**src/rtl/store_buffer_pkg.sv**
```systemverilog
// Shared types and defaults for the store buffer between core stores and dcache port 0.
// Entry layout and the byte-merge helper used by coalescing.
package store_buffer_pkg;

    localparam int SB_DEPTH  = 4;
    localparam int SB_ADDR_W = 30;
    localparam int SB_DATA_W = 32;
    localparam int SB_WM_W   = SB_DATA_W / 8;

    typedef struct packed {
        logic [SB_ADDR_W-1:0] addr;
        logic [SB_DATA_W-1:0] data;
        logic [SB_WM_W-1:0]   wm;
    } SBEntry;

    function automatic logic [SB_DATA_W-1:0] sb_merge(
        input logic [SB_DATA_W-1:0] old_d,
        input logic [SB_DATA_W-1:0] new_d,
        input logic [SB_WM_W-1:0]   wm
    );
        logic [SB_DATA_W-1:0] r;
        r = old_d;
        for (int b = 0; b < SB_WM_W; b++) begin
            if (wm[b]) r[b*8 +: 8] = new_d[b*8 +: 8];
        end
        return r;
    endfunction

endpackage

```
**src/rtl/store_buffer_if.sv**
```systemverilog
// Core store port, dcache write port and load-forward lookup of the store buffer.
// master = core/cache side environment, slave = the buffer itself.
interface store_buffer_if #(
    parameter int ADDR_W = store_buffer_pkg::SB_ADDR_W,
    parameter int DATA_W = store_buffer_pkg::SB_DATA_W
);
    localparam int WM_W = DATA_W / 8;

    logic              IN_valid;
    logic [ADDR_W-1:0] IN_addr;
    logic [DATA_W-1:0] IN_data;
    logic [WM_W-1:0]   IN_wm;
    logic              OUT_ready;

    logic              OUT_DC_ce;
    logic              OUT_DC_we;
    logic [WM_W-1:0]   OUT_DC_wm;
    logic [ADDR_W-1:0] OUT_DC_addr;
    logic [DATA_W-1:0] OUT_DC_data;
    logic              IN_DC_busy;

    logic [ADDR_W-1:0] IN_fwdAddr;
    logic [WM_W-1:0]   OUT_fwdMask;
    logic [DATA_W-1:0] OUT_fwdData;

    logic              IN_flush;
    logic              OUT_empty;

    modport master (
        output IN_valid, IN_addr, IN_data, IN_wm,
        output IN_DC_busy, IN_fwdAddr, IN_flush,
        input  OUT_ready, OUT_DC_ce, OUT_DC_we, OUT_DC_wm,
        input  OUT_DC_addr, OUT_DC_data,
        input  OUT_fwdMask, OUT_fwdData, OUT_empty
    );

    modport slave (
        input  IN_valid, IN_addr, IN_data, IN_wm,
        input  IN_DC_busy, IN_fwdAddr, IN_flush,
        output OUT_ready, OUT_DC_ce, OUT_DC_we, OUT_DC_wm,
        output OUT_DC_addr, OUT_DC_data,
        output OUT_fwdMask, OUT_fwdData, OUT_empty
    );

endinterface

```
**src/rtl/store_buffer_fwd.sv**
```systemverilog
// Per-byte store-to-load forwarding: youngest resident entry matching the
// lookup address wins each byte; uncovered bytes read as zero.
module store_buffer_fwd
    import store_buffer_pkg::*;
#(
    parameter int DEPTH = SB_DEPTH,
    parameter int PTR_W = $clog2(DEPTH) + 1
) (
    input  SBEntry               entries [DEPTH],
    input  logic [PTR_W-1:0]     head,
    input  logic [PTR_W-1:0]     tail,
    input  logic [SB_ADDR_W-1:0] fwd_addr,
    output logic [SB_WM_W-1:0]   fwd_mask,
    output logic [SB_DATA_W-1:0] fwd_data
);
    localparam int IDX_W = PTR_W - 1;

    logic [PTR_W-1:0] count;
    logic [IDX_W-1:0] age_idx [DEPTH];
    SBEntry           aged    [DEPTH];
    logic [DEPTH-1:0] hit;

    assign count = tail - head;

    // slot g holds the g-th oldest resident entry
    for (genvar g = 0; g < DEPTH; g++) begin : g_age
        assign age_idx[g] = head[IDX_W-1:0] + IDX_W'(g);
        assign aged[g]    = entries[age_idx[g]];
        assign hit[g]     = (PTR_W'(g) < count) &&
                            (aged[g].addr == fwd_addr);
    end

    always_comb begin
        fwd_mask = '0;
        fwd_data = '0;
        for (int i = 0; i < DEPTH; i++) begin
            if (hit[i]) begin
                for (int b = 0; b < SB_WM_W; b++) begin
                    if (aged[i].wm[b]) begin
                        fwd_mask[b]       = 1'b1;
                        fwd_data[b*8 +: 8] = aged[i].data[b*8 +: 8];
                    end
                end
            end
        end
    end

endmodule

```
**src/rtl/store_buffer.sv**
```systemverilog
// Store buffer: decouples core stores from dcache write port 0, merging
// stores to the youngest word and forwarding resident bytes to loads.
module store_buffer
    import store_buffer_pkg::*;
#(
    parameter int DEPTH  = SB_DEPTH,
    parameter int ADDR_W = SB_ADDR_W,
    parameter int DATA_W = SB_DATA_W
) (
    input  logic          clk,
    input  logic          rst,
    store_buffer_if.slave sb
);
    localparam int PTR_W = $clog2(DEPTH) + 1;
    localparam int IDX_W = PTR_W - 1;
    localparam int WM_W  = DATA_W / 8;

    SBEntry           mem [DEPTH];
    logic [PTR_W-1:0] head;
    logic [PTR_W-1:0] tail;
    logic [PTR_W-1:0] tail_m1;
    logic [PTR_W-1:0] count;

    logic             empty;
    logic             full;
    logic             coal_hit;
    logic             accept;
    logic             alloc;
    logic             merge;
    logic             deq;

    SBEntry            head_e;
    SBEntry            young_e;
    SBEntry            in_e;
    logic [ADDR_W-1:0] dc_addr;
    logic [DATA_W-1:0] dc_data;
    logic [WM_W-1:0]   dc_wm;

    assign count   = tail - head;
    assign tail_m1 = tail - PTR_W'(1);
    assign empty   = (head == tail);
    assign full    = (head[IDX_W-1:0] == tail[IDX_W-1:0]) &&
                     (head[IDX_W] != tail[IDX_W]);

    assign head_e  = mem[head[IDX_W-1:0]];
    assign young_e = mem[tail_m1[IDX_W-1:0]];
    assign in_e    = '{addr: sb.IN_addr, data: sb.IN_data, wm: sb.IN_wm};

    // the head may be mid-write, so only a younger entry may absorb a store
    assign coal_hit = !sb.IN_flush &&
                      (count > PTR_W'(1)) &&
                      (young_e.addr == sb.IN_addr);

    assign sb.OUT_ready = !sb.IN_flush && (!full || coal_hit);

    assign accept = sb.IN_valid && sb.OUT_ready;
    assign merge  = accept && coal_hit;
    assign alloc  = accept && !coal_hit;
    assign deq    = !empty && !sb.IN_DC_busy;

    assign dc_addr = empty ? '0 : head_e.addr;
    assign dc_data = empty ? '0 : head_e.data;
    assign dc_wm   = empty ? '0 : head_e.wm;

    assign sb.OUT_DC_ce   = empty;
    assign sb.OUT_DC_we   = empty;
    assign sb.OUT_DC_addr = dc_addr;
    assign sb.OUT_DC_data = dc_data;
    assign sb.OUT_DC_wm   = dc_wm;
    assign sb.OUT_empty   = empty;

    always_ff @(posedge clk) begin
        if (!rst) begin
            head <= '0;
            tail <= '0;
        end else begin
            if (deq)   head <= head + PTR_W'(1);
            if (alloc) tail <= tail + PTR_W'(1);
        end
    end

    always_ff @(posedge clk) begin
        if (rst) begin
            if (alloc) begin
                mem[tail[IDX_W-1:0]] <= in_e;
            end else if (merge) begin
                mem[tail_m1[IDX_W-1:0]].data <=
                    sb_merge(young_e.data, sb.IN_data, sb.IN_wm);
                mem[tail_m1[IDX_W-1:0]].wm <= young_e.wm | sb.IN_wm;
            end
        end
    end

    store_buffer_fwd #(
        .DEPTH (DEPTH),
        .PTR_W (PTR_W)
    ) u_fwd (
        .entries  (mem),
        .head     (head),
        .tail     (tail),
        .fwd_addr (sb.IN_fwdAddr),
        .fwd_mask (sb.OUT_fwdMask),
        .fwd_data (sb.OUT_fwdData)
    );

endmodule
```
**src/flat_wrapper.sv**
```systemverilog
// flat-port wrapper written by rule: the top's interface ports become plain ports
module store_buffer_flat import store_buffer_pkg::*;
#(
    parameter int DEPTH  = SB_DEPTH,
    parameter int ADDR_W = SB_ADDR_W,
    parameter int DATA_W = SB_DATA_W
)
  (clk, rst, sb_IN_valid, sb_IN_addr, sb_IN_data, sb_IN_wm, sb_IN_DC_busy, sb_IN_fwdAddr, sb_IN_flush, sb_OUT_ready, sb_OUT_DC_ce, sb_OUT_DC_we, sb_OUT_DC_wm, sb_OUT_DC_addr, sb_OUT_DC_data, sb_OUT_fwdMask, sb_OUT_fwdData, sb_OUT_empty);
  store_buffer_if #(.ADDR_W(ADDR_W), .DATA_W(DATA_W)) sb_i ();
  input  logic clk;
  input  logic rst;
  input wire logic [$bits(sb_i.IN_valid)-1:0] sb_IN_valid;
  input wire logic [$bits(sb_i.IN_addr)-1:0] sb_IN_addr;
  input wire logic [$bits(sb_i.IN_data)-1:0] sb_IN_data;
  input wire logic [$bits(sb_i.IN_wm)-1:0] sb_IN_wm;
  input wire logic [$bits(sb_i.IN_DC_busy)-1:0] sb_IN_DC_busy;
  input wire logic [$bits(sb_i.IN_fwdAddr)-1:0] sb_IN_fwdAddr;
  input wire logic [$bits(sb_i.IN_flush)-1:0] sb_IN_flush;
  output wire logic [$bits(sb_i.OUT_ready)-1:0] sb_OUT_ready;
  output wire logic [$bits(sb_i.OUT_DC_ce)-1:0] sb_OUT_DC_ce;
  output wire logic [$bits(sb_i.OUT_DC_we)-1:0] sb_OUT_DC_we;
  output wire logic [$bits(sb_i.OUT_DC_wm)-1:0] sb_OUT_DC_wm;
  output wire logic [$bits(sb_i.OUT_DC_addr)-1:0] sb_OUT_DC_addr;
  output wire logic [$bits(sb_i.OUT_DC_data)-1:0] sb_OUT_DC_data;
  output wire logic [$bits(sb_i.OUT_fwdMask)-1:0] sb_OUT_fwdMask;
  output wire logic [$bits(sb_i.OUT_fwdData)-1:0] sb_OUT_fwdData;
  output wire logic [$bits(sb_i.OUT_empty)-1:0] sb_OUT_empty;
  assign sb_i.IN_valid = sb_IN_valid;
  assign sb_i.IN_addr = sb_IN_addr;
  assign sb_i.IN_data = sb_IN_data;
  assign sb_i.IN_wm = sb_IN_wm;
  assign sb_i.IN_DC_busy = sb_IN_DC_busy;
  assign sb_i.IN_fwdAddr = sb_IN_fwdAddr;
  assign sb_i.IN_flush = sb_IN_flush;
  assign sb_OUT_ready = sb_i.OUT_ready;
  assign sb_OUT_DC_ce = sb_i.OUT_DC_ce;
  assign sb_OUT_DC_we = sb_i.OUT_DC_we;
  assign sb_OUT_DC_wm = sb_i.OUT_DC_wm;
  assign sb_OUT_DC_addr = sb_i.OUT_DC_addr;
  assign sb_OUT_DC_data = sb_i.OUT_DC_data;
  assign sb_OUT_fwdMask = sb_i.OUT_fwdMask;
  assign sb_OUT_fwdData = sb_i.OUT_fwdData;
  assign sb_OUT_empty = sb_i.OUT_empty;
  store_buffer #(.DEPTH(DEPTH), .ADDR_W(ADDR_W), .DATA_W(DATA_W)) u_core (.clk(clk), .rst(rst), .sb(sb_i));
endmodule
```
**config.mk**
```make
export PLATFORM = sky130hd
export DESIGN_NAME = store_buffer_flat
export DESIGN_NICKNAME = d
export VERILOG_FILES = /design/src/rtl/store_buffer_pkg.sv /design/src/rtl/store_buffer_if.sv /design/src/rtl/store_buffer_fwd.sv /design/src/rtl/store_buffer.sv /design/src/flat_wrapper.sv
export SDC_FILE = /design/constraint.sdc
export NUM_CORES = 1
export LEC_CHECK = 0
export BUFFER_PORTS_ARGS = -buffer_cell sky130_fd_sc_hd__buf_4
export CORE_ASPECT_RATIO = 0.7
export CORE_UTILIZATION = 30
export CTS_BUF_LIST = sky130_fd_sc_hd__clkbuf_2 sky130_fd_sc_hd__clkbuf_4 sky130_fd_sc_hd__clkbuf_8
export CTS_CLUSTER_DIAMETER = 200
export DETAILED_ROUTE_END_ITERATION = 8
export PLACE_DENSITY_LB_ADDON = 0.08
export SYNTH_ARGS = -nofsm -noshare
export SYNTH_HDL_FRONTEND = slang
export SYNTH_HIERARCHICAL = 1
export SYNTH_SLANG_ARGS = --single-unit
```
**constraint.sdc**
```tcl
create_clock -name clk -period 7.3 [get_ports clk]
set_input_delay 1.46 -clock clk [delete_from_list [all_inputs] [get_ports clk]]
set_output_delay 1.46 -clock clk [all_outputs]
set_load 0.005 [all_outputs]
```
==> parameters.txt <==
Parameter                              Value

Timing
  Worst slew slack as a fraction of its limit ... 21.4%
  Number of hold violations in the final report ... 0
  Worst path setup slack after routing ... 202 ps
  Highest attainable clock frequency ... 141 MHz
  Part of the cycle the worst path needs ... between 90 and 100%
  Transition at the pin with the smallest max-transition slack ... approximately 1200 ps
  Final hold slack ... around 570 ps
  Max-slew violation count ... 0
  Unrepaired setup endpoints after global routing ... no
  Final setup violation count ... 0
  Clock Skews ... 77.6 ps
  Sum of negative setup slack ... 0 ps
  Shortest period the worst path allows ... approximately 7100 ps

Synthesis
  Share of Yosys cell area claimed by the top area cell type ... 31.4%
  Cell taking the most area after synthesis ... sky130_fd_sc_hd__edfxtp_1
  Synthesized flop and latch total ... 270
  Number of enable flip-flop cells after synthesis ... 264
  Register area share after synthesis ... 31.9%
  Synthesized area per cell ... 10.5 um2
  Cell Area, Synth ... 25200 um2
  Top FF cell, synth ... sky130_fd_sc_hd__edfxtp_1
  Async set-reset flop share out of synthesis ... 0%
  Top area cells in the synthesized netlist ... sky130_fd_sc_hd__edfxtp_1 31%, sky130_fd_sc_hd__mux2i_1 16%, sky130_fd_sc_hd__mux4_2 11%
  Syn_nets ... 2523
  Post-synthesis cell type count ... 85
  Number of warning messages in the yosys log ... 6
  Cell count after synthesis ... roughly 2400

Global route
  Aggregate global routing overflow ... 0
  Initial antenna violation count ... 8
  Total track usage ... 23.9%
  Wire length of the first global-routing pass ... 149000 um
  Largest net degree at the start of global routing ... 73
  Number of global-route vias before repair ... 20408

Worst setup path
  Req. time, crit path ... around 5800 ps
  WP buf/inv ... 5
  Crit end category ... output port
  CP startpoint kind ... register
  Worst path most repeated cell ... sky130_fd_sc_hd__buf_4
  Max incr delay on CP ... just under 700 ps
  Critical-path maximum fanout ... 32
  Category of cells accounting for the largest share of critical-path delay ... compound AO/OA/AOI/OAI gates
  Worst EP arrival ... roughly 5600 ps
  List of cells traversed by the critical path ... buf_12 > buf_4 > mux2i_1 > o21ai_0 > nor3_1 > o22ai_1 > buf_4 > and4b_1 > buf_4 > nand4_2 > o21ai_0 > o21ba_1 > o311ai_1 > buf_4
  Setup Crit Path Kind ... reg -> out
  Slowest cell on crit path ... sky130_fd_sc_hd__dfxtp_4

Clocking
  Inserted Clock Buffers ... 53
  Number of hold buffers added after CTS ... 0
  Root Driver ... sky130_fd_sc_hd__clkbuf_8
  Clock transition at the registers of the reported paths ... 60 ps
  Count of H-tree levels built during CTS ... 2
  CTS sink cnt ... 270
  Post-CTS Resized ... 0
  Buffers inserted during post-CTS setup optimization ... 0
  TritonCTS clock tree ... built
  Maximum buffer depth of the clock tree ... 3
  Clock latency reported for the late side of the worst-skew pair ... 720 ps

Floorplan
  IO Pins ... ~210
  Core area ... 82800 um2
  DIE AREA ... 85200 um2
  Height of the die ... 245 um
  Die extent in x ... 349 um
  Number of rows created at floorplan ... 88
  Effective utilization at floorplan ... 30.5%

Cells and area
  Area overhead of the layout relative to synthesis ... 13.7%
  Ratio of cells with drive above 1 in the final layout ... between 20 and 25%
  Leading cell type in the layout, fill and taps excluded ... sky130_fd_sc_hd__mux2i_1
  Final layout net count ... 2627
  Commonest cells after routing, fill and taps aside ... 398 x sky130_fd_sc_hd__mux2i_1, 354 x sky130_fd_sc_hd__nand2_1, 264 x sky130_fd_sc_hd__edfxtp_1, 258 x sky130_fd_sc_hd__buf_4, 124 x sky130_fd_sc_hd__mux4_2
  Util after Layout ... 34.6%
  Fillcell total ... 8429

Routing
  Initial DRC Count ... 2443
  Drt wl/cell ... 28.5 um
  DRC violations left ... 0
  Via count normalized by instance count ... 5.75
  Routed wire length ... about 100000 um
  Residual antenna-violating net count after detailed routing ... 0
  Number of detailed-route iterations in the first pass ... 5
  Via count ... 21189

Power
  Total power consumption of the routed design ... between 0.005 and 0.006 W
  Leakage power ... ~9.5 nW
  Power density relative to cell area ... 177 nW/um2
  VDD IR-drop max ... between 100 and 150 uV

Placement
  PortBufs ... between 200 and 250
  Final HPWL from detailed placement ... 70800 um
  Routability cong. ... 0.944
  Worst Setup Slack post-DPL ... 903 ps

Run status
  Status ... finished clean

Hold path
  Classification of the worst-slack hold path ... reg -> reg

Job
  Max capacitance violation total ... 0
## synth_stat cells (28+ instances only)
cell                         n
sky130_fd_sc_hd__o21ai_0    96
sky130_fd_sc_hd__and2_1     93
sky130_fd_sc_hd__xnor2_1   106
sky130_fd_sc_hd__xor2_1     49
sky130_fd_sc_hd__nand2_1   354
sky130_fd_sc_hd__mux4_2    124
sky130_fd_sc_hd__o211ai_1   35
sky130_fd_sc_hd__nor2b_1    73
sky130_fd_sc_hd__buf_2      33
sky130_fd_sc_hd__buf_4      28
sky130_fd_sc_hd__and3_1     36
sky130_fd_sc_hd__nand4_1    39
sky130_fd_sc_hd__mux2i_1   398
sky130_fd_sc_hd__o211a_1    28
sky130_fd_sc_hd__nor2_1     58
sky130_fd_sc_hd__mux2_2     97
sky130_fd_sc_hd__nand3_1    47
sky130_fd_sc_hd__buf_1      29
sky130_fd_sc_hd__edfxtp_1  264
sky130_fd_sc_hd__nor4_1     38
sky130_fd_sc_hd__clkbuf_1  103
## layout make-up
class	count	area (um2)	share of cell area, %
Multi-Input combinational cell	1914	16100	56.1
Clock buffer	66	827	2.88
Inverter	12	45.0	0.157
Tap cell	1125	1410	4.91
Sequential cell	270	8060	28.1
Antenna cell	4	10.0	0.0349
Clock inverter	30	215	0.750
Timing Repair Buffer	262	2020	7.03
## tightest hold or removal path, cell delays in order, from the launching register on
cell and delay (ps):
sky130_fd_sc_hd__dfxtp_1 370, sky130_fd_sc_hd__nand2_1 80, sky130_fd_sc_hd__mux2i_1 60
## logic make-up (layout without fill, tap and decap cells)
group	Yosys count	in the layout	synth area share [%]
XOR/XNOR	155	155	5.38
multiplexers	624	624	31.7
AO/OA/AOI/OAI	292	292	8.46
other	0	4	0
flip-flops	270	270	31.9
AND/OR/NAND/NOR	830	830	17.2
buffers and inverters	225	370	4.63
adder cells (fa/ha/maj)	13	13	0.705
## through the flow
stage                     instances  cell area, um2
after detailed placement       3583           27600
after CTS                      3679           28700
final                          3683           28700
after floorplan                2409           25200
after global routing           3681           28700
after global placement         3583           27600
## report_power, final
part | total (W) | leakage, nW | internal, W | switching (W)
sequential | 0.00178 | 2.61 | 0.00172 | 0.0000575
clock | 0.00163 | 0.538 | 0.000848 | 0.000783
combinational | 0.00166 | 6.37 | 0.000704 | 0.000961
## sequential cells by signal, indices dropped and copies added, names as in the netlist
name / cells
u_core/tail: 3
u_core/mem: 264
u_core/head: 3
## worst paths after layout
kind / start / to / slack, ps / cells after the start
setup / recovery: u_core/head[1] / sb_OUT_fwdData[28] / 200 / 14
hold / removal: u_core/tail[2] / u_core/tail[2] / 570 / 2
setup reg to reg: u_core/tail[0] / u_core/mem[66] / 1570 / 12
hold reg to reg: u_core/tail[2] / u_core/tail[2] / 570 / 2
## layer usage
layer | vias up | part of all wire, % | GRT usage (%)
li1 | 9342 | - | -
met1 | 10922 | 50 | 37.3
met2 | 813 | 41 | 34.1
met3 | 106 | 6.7 | 3.86
met4 | 6 | 1.6 | 4.82
met5 | - | 0.032 | 0
Power figures use the tool's default switching activity.
